--- config.mk ---
export PLATFORM = sky130hd
export DESIGN_NAME = unidad_ejecucion_alu
export DESIGN_NICKNAME = d
export VERILOG_FILES = /design/src/rtl/unidad_ejecucion_alu.sv
export SDC_FILE = /design/constraint.sdc
export NUM_CORES = 1
export LEC_CHECK = 0
export ABC_AREA = 1
export CAP_MARGIN = 20
export CELL_PAD_IN_SITES_DETAIL_PLACEMENT = 1
export CELL_PAD_IN_SITES_GLOBAL_PLACEMENT = 1
export CORE_MARGIN = 1
export CORE_UTILIZATION = 41
export CTS_CLUSTER_SIZE = 8
export DETAILED_ROUTE_END_ITERATION = 7
export GPL_TIMING_DRIVEN = 0
export PLACE_DENSITY_LB_ADDON = 0.3
export RECOVER_POWER = 100
export SLEW_MARGIN = 10
export SYNTH_ARGS = -nofsm -noshare
export SYNTH_HDL_FRONTEND = slang
export SYNTH_SLANG_ARGS = --single-unit
--- constraint.sdc ---
create_clock -name clk -period 3 [get_ports clk]
set_clock_uncertainty 0.05 [all_clocks]
set_input_delay 0.9 -clock clk [delete_from_list [all_inputs] [get_ports clk]]
set_output_delay 0.9 -clock clk [all_outputs]
set_load 0.05 [all_outputs]
--- src/rtl/unidad_ejecucion_alu.sv ---
// Two-stage ALU execution unit (ADD/SUB/AND/OR/XOR/NOP) with valid/ready on both sides.
// Define ALU_BANDERAS_EN to build the zero/carry/overflow flag logic; otherwise flags read 0.
module unidad_ejecucion_alu #(
  parameter int ANCHO      = 32,
  parameter int ANCHO_CONT = 16
) (
  input  logic                  clk,
  input  logic                  rst_n,
  input  logic [2:0]            senial_ALU,
  input  logic [ANCHO-1:0]      operando_a,
  input  logic [ANCHO-1:0]      operando_b,
  input  logic                  entrada_valida,
  output logic                  entrada_lista,
  output logic [ANCHO-1:0]      resultado,
  output logic                  bandera_cero,
  output logic                  bandera_acarreo,
  output logic                  bandera_desborde,
  output logic                  salida_valida,
  input  logic                  salida_lista,
  output logic                  codigo_invalido,
  output logic [ANCHO_CONT-1:0] cuenta_ops
);

  localparam logic [2:0] OP_ADD = 3'b000;
  localparam logic [2:0] OP_SUB = 3'b001;
  localparam logic [2:0] OP_AND = 3'b010;
  localparam logic [2:0] OP_OR  = 3'b011;
  localparam logic [2:0] OP_XOR = 3'b100;

  logic [2:0]            op_q;
  logic [ANCHO-1:0]      a_q, b_q;
  logic                  v1_q, v2_q;
  logic [ANCHO-1:0]      res_q, res_d;
  logic                  inv_q;
  logic [ANCHO_CONT-1:0] cnt_q;
  logic                  avanza2, es_calc, es_inv;

  assign avanza2       = !v2_q || salida_lista;
  assign entrada_lista = !v1_q || avanza2;
  assign es_calc       = (op_q <= OP_XOR);
  assign es_inv        = (op_q == 3'b101) || (op_q == 3'b110);

  // Stage 1: operand capture
  always_ff @(posedge clk or negedge rst_n) begin
    if (!rst_n) begin
      v1_q <= 1'b0;
      op_q <= '0;
      a_q  <= '0;
      b_q  <= '0;
    end else if (entrada_lista) begin
      v1_q <= entrada_valida;
      if (entrada_valida) begin
        op_q <= senial_ALU;
        a_q  <= operando_a;
        b_q  <= operando_b;
      end
    end
  end

  always_comb begin
    res_d = '0;
    case (op_q)
      OP_ADD:  res_d = a_q + b_q;
      OP_SUB:  res_d = a_q - b_q;
      OP_AND:  res_d = a_q & b_q;
      OP_OR:   res_d = a_q | b_q;
      OP_XOR:  res_d = a_q ^ b_q;
      default: res_d = '0;
    endcase
  end

  // Stage 2: result register; NOP/invalid beats vanish here
  always_ff @(posedge clk or negedge rst_n) begin
    if (!rst_n) begin
      v2_q  <= 1'b0;
      res_q <= '0;
      inv_q <= 1'b0;
    end else begin
      inv_q <= avanza2 && v1_q && es_inv;
      if (avanza2) begin
        v2_q <= v1_q && es_calc;
        if (v1_q && es_calc) res_q <= res_d;
      end
    end
  end

`ifdef ALU_BANDERAS_EN
  logic cero_d, acarreo_d, desborde_d;
  logic cero_q, acarreo_q, desborde_q;

  // Unsigned wrap on ADD shows up as a result smaller than either operand.
  always_comb begin
    cero_d     = (res_d == '0);
    acarreo_d  = 1'b0;
    desborde_d = 1'b0;
    case (op_q)
      OP_ADD: begin
        acarreo_d  = (res_d < a_q);
        desborde_d = (a_q[ANCHO-1] == b_q[ANCHO-1]) && (res_d[ANCHO-1] != a_q[ANCHO-1]);
      end
      OP_SUB: begin
        acarreo_d  = (a_q < b_q);
        desborde_d = (a_q[ANCHO-1] != b_q[ANCHO-1]) && (res_d[ANCHO-1] != a_q[ANCHO-1]);
      end
      default: ;
    endcase
  end

  always_ff @(posedge clk or negedge rst_n) begin
    if (!rst_n) begin
      cero_q     <= 1'b0;
      acarreo_q  <= 1'b0;
      desborde_q <= 1'b0;
    end else if (avanza2 && v1_q && es_calc) begin
      cero_q     <= cero_d;
      acarreo_q  <= acarreo_d;
      desborde_q <= desborde_d;
    end
  end

  assign bandera_cero     = cero_q;
  assign bandera_acarreo  = acarreo_q;
  assign bandera_desborde = desborde_q;
`else
  assign bandera_cero     = 1'b0;
  assign bandera_acarreo  = 1'b0;
  assign bandera_desborde = 1'b0;
`endif

  // Delivered-beat counter, sticks at all-ones
  always_ff @(posedge clk or negedge rst_n) begin
    if (!rst_n) begin
      cnt_q <= '0;
    end else if (v2_q && salida_lista && (cnt_q != '1)) begin
      cnt_q <= cnt_q + 1'b1;
    end
  end

  assign resultado       = res_q;
  assign salida_valida   = v2_q;
  assign codigo_invalido = inv_q;
  assign cuenta_ops      = cnt_q;

endmodule

# Word level (Yosys, flattened, before mapping)
# Index checks and enable logic that the tools add are counted.
# totals
regBits,118
latch_bits,0
mem_bits_rw,0
mem_bits_ro,0
inputBits,71
out_inout_bits,54
wordCells,36
memories,0
# op_classes
n_addsub,3
n_mul,0
div_mod_pow,0
magnitude_cmp,1
eq_ne,7
shifts,0
mux,1
bitwise_logic,3
reduce_logical,13
# op_table
cell,n
32-bit case mux with 5 select lines,1
32-bit adder,1
32-bit bitwise AND,1
32-bit OR,1
32-bit subtractor,1
32-bit XOR,1
16-bit by 1-bit adder with 16-bit output (second input constant),1
16-bit != test (second input constant),1
3-bit == test (second input constant),3
3-bit by 2-bit == test with 1-bit output (second input constant),2
1-bit logical AND,5
2-bit AND reduction,2
3-bit by 1-bit == test with 1-bit output (second input constant),1
3-bit <= comparator (second input constant),1
3-bit zero test,1
1-bit logical OR,3
1-bit zero test,2

# Logic depth before layout (Yosys ltp)
# depth
word_depth,4
ltp_mapped,24
mapped_depth_nobuf,24

# Least setup slack after synthesis
# OpenSTA, ideal clock, no wires.
# synth_timing
path_kind,register to register
startpoint,register b_q[0]
endpoint,"register res_q[27], in the netlist resultado[27]"
setup_ps,77
arrival_ps,2627
required_ps,2873
path_slack_ps,245
stages_incl_launch_ff,20
path_buffers,0
period_less_slack_ps,2755
path_cell_list,dfrtp_1 > inv_1 > ha_1 > nand3_1 > nor2_2 > nand2_2 > nor2_4 > a21oi_2 > a21oi_2 > nand2_1 > xor2_1 > ha_1 > a21oi_1 > nand2_1 > o21bai_1 > nor2_1 > nand2_1 > nand2_1 > nand3_1 > a21oi_1
# synth_between
elab_chain_len,2
word_cells_on_any_way,3
cone_classes,add/sub: 2; mux: 1
# synth_rtl
item,line_no,source
start: declaration,31,"logic [ANCHO-1:0] a_q, b_q;"
start signal: assignment,55,b_q <= operando_b;
32-bit subtractor / 32-bit adder (equally long branches),"64, 63",
32-bit case mux with 5 select lines *,62,case (op_q)
end signal: assignment,82,if (v1_q && es_calc) res_q <= res_d;
end: declaration,33,"logic [ANCHO-1:0] res_q, res_d;"
# Mark *: on every way between the ends. The rest lies on a longest branch, timed or not.
# A chain may end at the register's enable or synchronous reset.

# Worst setup path after layout
# layout_timing
startpoint,register b_q[2]
endpoint,"register res_q[25], in the netlist resultado[25]"
# Same word-level chain as after synthesis.

==> flow_summary.json <==
{
  "synth_edf_count": 0,
  "dpl-instance-area_um2": 10900,
  "rsz0062_at_grt": "true",
  "tns_ns": -5.43,
  "layout-drive-gt1-share_pct": 22.7,
  "ys_ff_latch": 118,
  "via_count": 10700,
  "clk_latency_ns": 0.45,
  "yosys.area.top_type_share_pct": 31.9,
  "htree_num_levels": 4,
  "fmax_ghz": 0.284,
  "grtUsageMet1_pct": 42.0,
  "synthCells": 1313,
  "grt_use_total_pct": 32.3,
  "synth.area.top_cells": "dfrtp_1, ha_1, nand2_1",
  "critPathKind": "flop to flop",
  "setup_viol": 19,
  "rows": 54,
  "ys_types": 42,
  "worst_pin_slew_ns": 1.26,
  "async_flop_share_pct": 100,
  "crit_fanout": 5,
  "diodes": 0,
  "violations": "design-rule violations, negative setup slack",
  "io_buffer_count": 121,
  "cp.required_ns": 3.33,
  "wl_per_cell_um": 25.1,
  "slew_viol_final": 0,
  "ys_warn_count": 0,
  "drtIter0Drc": 951,
  "core_um2": 22000,
  "synth_area_um2": 9270,
  "syn2layout_area_growth_pct": 39.8,
  "nets": 1671,
  "final_antenna_net_count": 0,
  "yosysSeqAreaShare_pct": 31.9,
  "cp_cell_sequence": "inv_2 -> nand3_4 -> nor2_4 -> nand3_4 -> nor3_4 -> nand3_1 -> nand2_1 -> xor2_1 -> inv_1 -> ha_4 -> nand2_4 -> nor2_1 -> nand2_1 -> nand3b_1 -> nand3_1 -> nand3_2 -> a21oi_2",
  "cpMaxStageDelayCell": "dfrtp_1",
  "cts_buffer_depth": 2,
  "reg2reg_slack_ns": -0.53,
  "dp_slack_ns": -0.432,
  "grt.busiest_layer": "met2",
  "p_per_area_nw_per_um2": 834,
  "period_share_pct": 118,
  "gp_congestion": 0.928,
  "die_w_um": 152,
  "start_util_pct": 42.2,
  "die_area_um2": 23200,
  "grtUsageMet2_pct": 53.8,
  "clk_pin_slew_ns": 0.07,
  "status": "finished with violations",
  "grt_overflow": 0,
  "ir_drop_uv": 454,
  "end_kind": "flop",
  "grt_max_degree": 75,
  "yosys.area.top_type": "dfrtp_1",
  "wirelength_um": 45100,
  "via_per_inst": 5.94,
  "cts.sinks": 118,
  "hold_path_class": "flop to flop",
  "antenna_found_initial": 1,
  "drc_errors": 4,
  "setup_ws_ns": -0.527,
  "stdcell_count": 1795,
  "power.leakage_nw": 6.23,
  "cp.arrival_ns": 3.85,
  "max_stage_delay_ns": 0.46,
  "die_h_um": 152,
  "design_area_um2": 13000,
  "finalHoldViolations": 0,
  "root_buffer": "clkbuf_16",
  "mostFrequentLayoutCells": "nand2_1, inv_1, nor2_1",
  "ioPinCount": 125,
  "cts_buffers": 17,
  "grt_pass1_wl_um": 57200,
  "mostFrequentLayoutCell": "nand2_1",
  "grt_pass1_vias": 10300,
  "dp_hpwl_um": 26200,
  "avgSynthCellArea_um2": 7.06,
  "cap_violations": 0,
  "first_pass_iters": 8,
  "grtUsageMet3_pct": 4.78,
  "fin_hold_ws_ns": 0.436,
  "maxSlewHeadroom_pct": 16.3,
  "power.total_mw": 10.8,
  "period_needed_ns": 3.53,
  "cts_tree": "done",
  "start_kind": "flop",
  "dp_cells": 1717,
  "fin_util_pct": 59.0,
  "synth-main-ff-cell": "dfrtp_1"
}
==> final cells by class <==
class / count / area [um^2]
Inverter: 200 / 756
Multi-Input combinational cell: 960 / 6470
Sequential cell: 118 / 2960
Fill cell: 2655 / 9010
Buffer: 37 / 201
Timing Repair Buffer: 168 / 1580
Clock buffer: 17 / 425
Tap cell: 280 / 350
Clock inverter: 15 / 214
==> cells in the mapped netlist (4+ instances only) <==
library cell / count
a211oi_1: 16
a21o_1: 4
a21oi_1: 134
a221oi_1: 9
a31oi_1: 7
buf_2: 18
clkbuf_1: 15
dfrtp_1: 118
ha_1: 97
inv_1: 193
inv_2: 7
nand2_1: 287
nand2_2: 10
nand3_1: 51
nand3b_1: 9
nand4_1: 8
nor2_1: 180
nor2_2: 7
nor3_1: 7
o21ai_0: 51
o21bai_1: 4
or2_2: 8
xnor2_1: 4
xor2_1: 39
==> routing by layer <==
metal / up-vias / part of all wire, %
met5: - / 0
met4: 0 / 5.8
met3: 210 / 8.5
met2: 690 / 47
met1: 5201 / 38
li1: 4558 / -
==> timing repair <==
action | 4_1_cts | 5_1_grt
buffers inserted | 22 | 26
endpoints found under the setup margin | 28 | 27
pin swaps | 38 | 74
hold buffers | 0 | 0
gates resized for setup | 110 | 173
hold endpoints to repair | 0 | 0
==> worst paths after layout <==
check                      depth (start not counted)                         to                startpoint
setup / recovery                                  17  resultado[25]$_DFFE_PN0P_        b_q[2]$_DFFE_PN0P_
hold / removal                                     2   resultado[1]$_DFFE_PN0P_  resultado[1]$_DFFE_PN0P_
setup reg to reg                                  17  resultado[25]$_DFFE_PN0P_        b_q[2]$_DFFE_PN0P_
hold reg to reg                                    2   resultado[1]$_DFFE_PN0P_  resultado[1]$_DFFE_PN0P_
max in group asynchronous                          2        op_q[2]$_DFFE_PN0P_                     rst_n
min in group asynchronous                          1   resultado[2]$_DFFE_PN0P_                     rst_n
==> power by group <==
part           internal (mW)  switching [mW]  total (mW)  leakage, nW
combinational           2.00            4.05        6.05         4.57
clock                   1.41           0.935        2.35        0.306
sequential              2.00           0.415        2.41         1.36
==> state kept, by name, indices dropped and copies added (netlist names) <==
signal	count
codigo_invalido	1
v1_q	1
resultado	32
a_q	32
salida_valida	1
b_q	32
op_q	3
cuenta_ops	16
==> logic make-up (layout without fill, tap and decap cells) <==
family                     Yosys count  count (layout)  share of synthesized area [%]
and+or+nand+nor                    577             577                           26.1
AOI/OAI and AO/OA                  238             238                           14.4
xor gates and xnor gates            43              43                           4.06
adders and majority gates           98              98                           13.3
other                                1               3                         0.0405
buffers and inverters              237             437                           10.0
DFF                                118             118                           31.9
muxes                                1               1                          0.122
==> worst max-delay path, delay by kind of cell, from the launching register on <==
| family | cells | cell delay, ns |
|---|---|---|
| xor gates and xnor gates | 1 | 0.21 |
| adders and majority gates | 1 | 0.35 |
| AOI/OAI and AO/OA | 1 | 0.15 |
| buffers and inverters | 2 | 0.28 |
| DFF | 1 | 0.46 |
| and+or+nand+nor | 12 | 1.95 |
No activity file was read; power rests on OpenSTA's default activity.
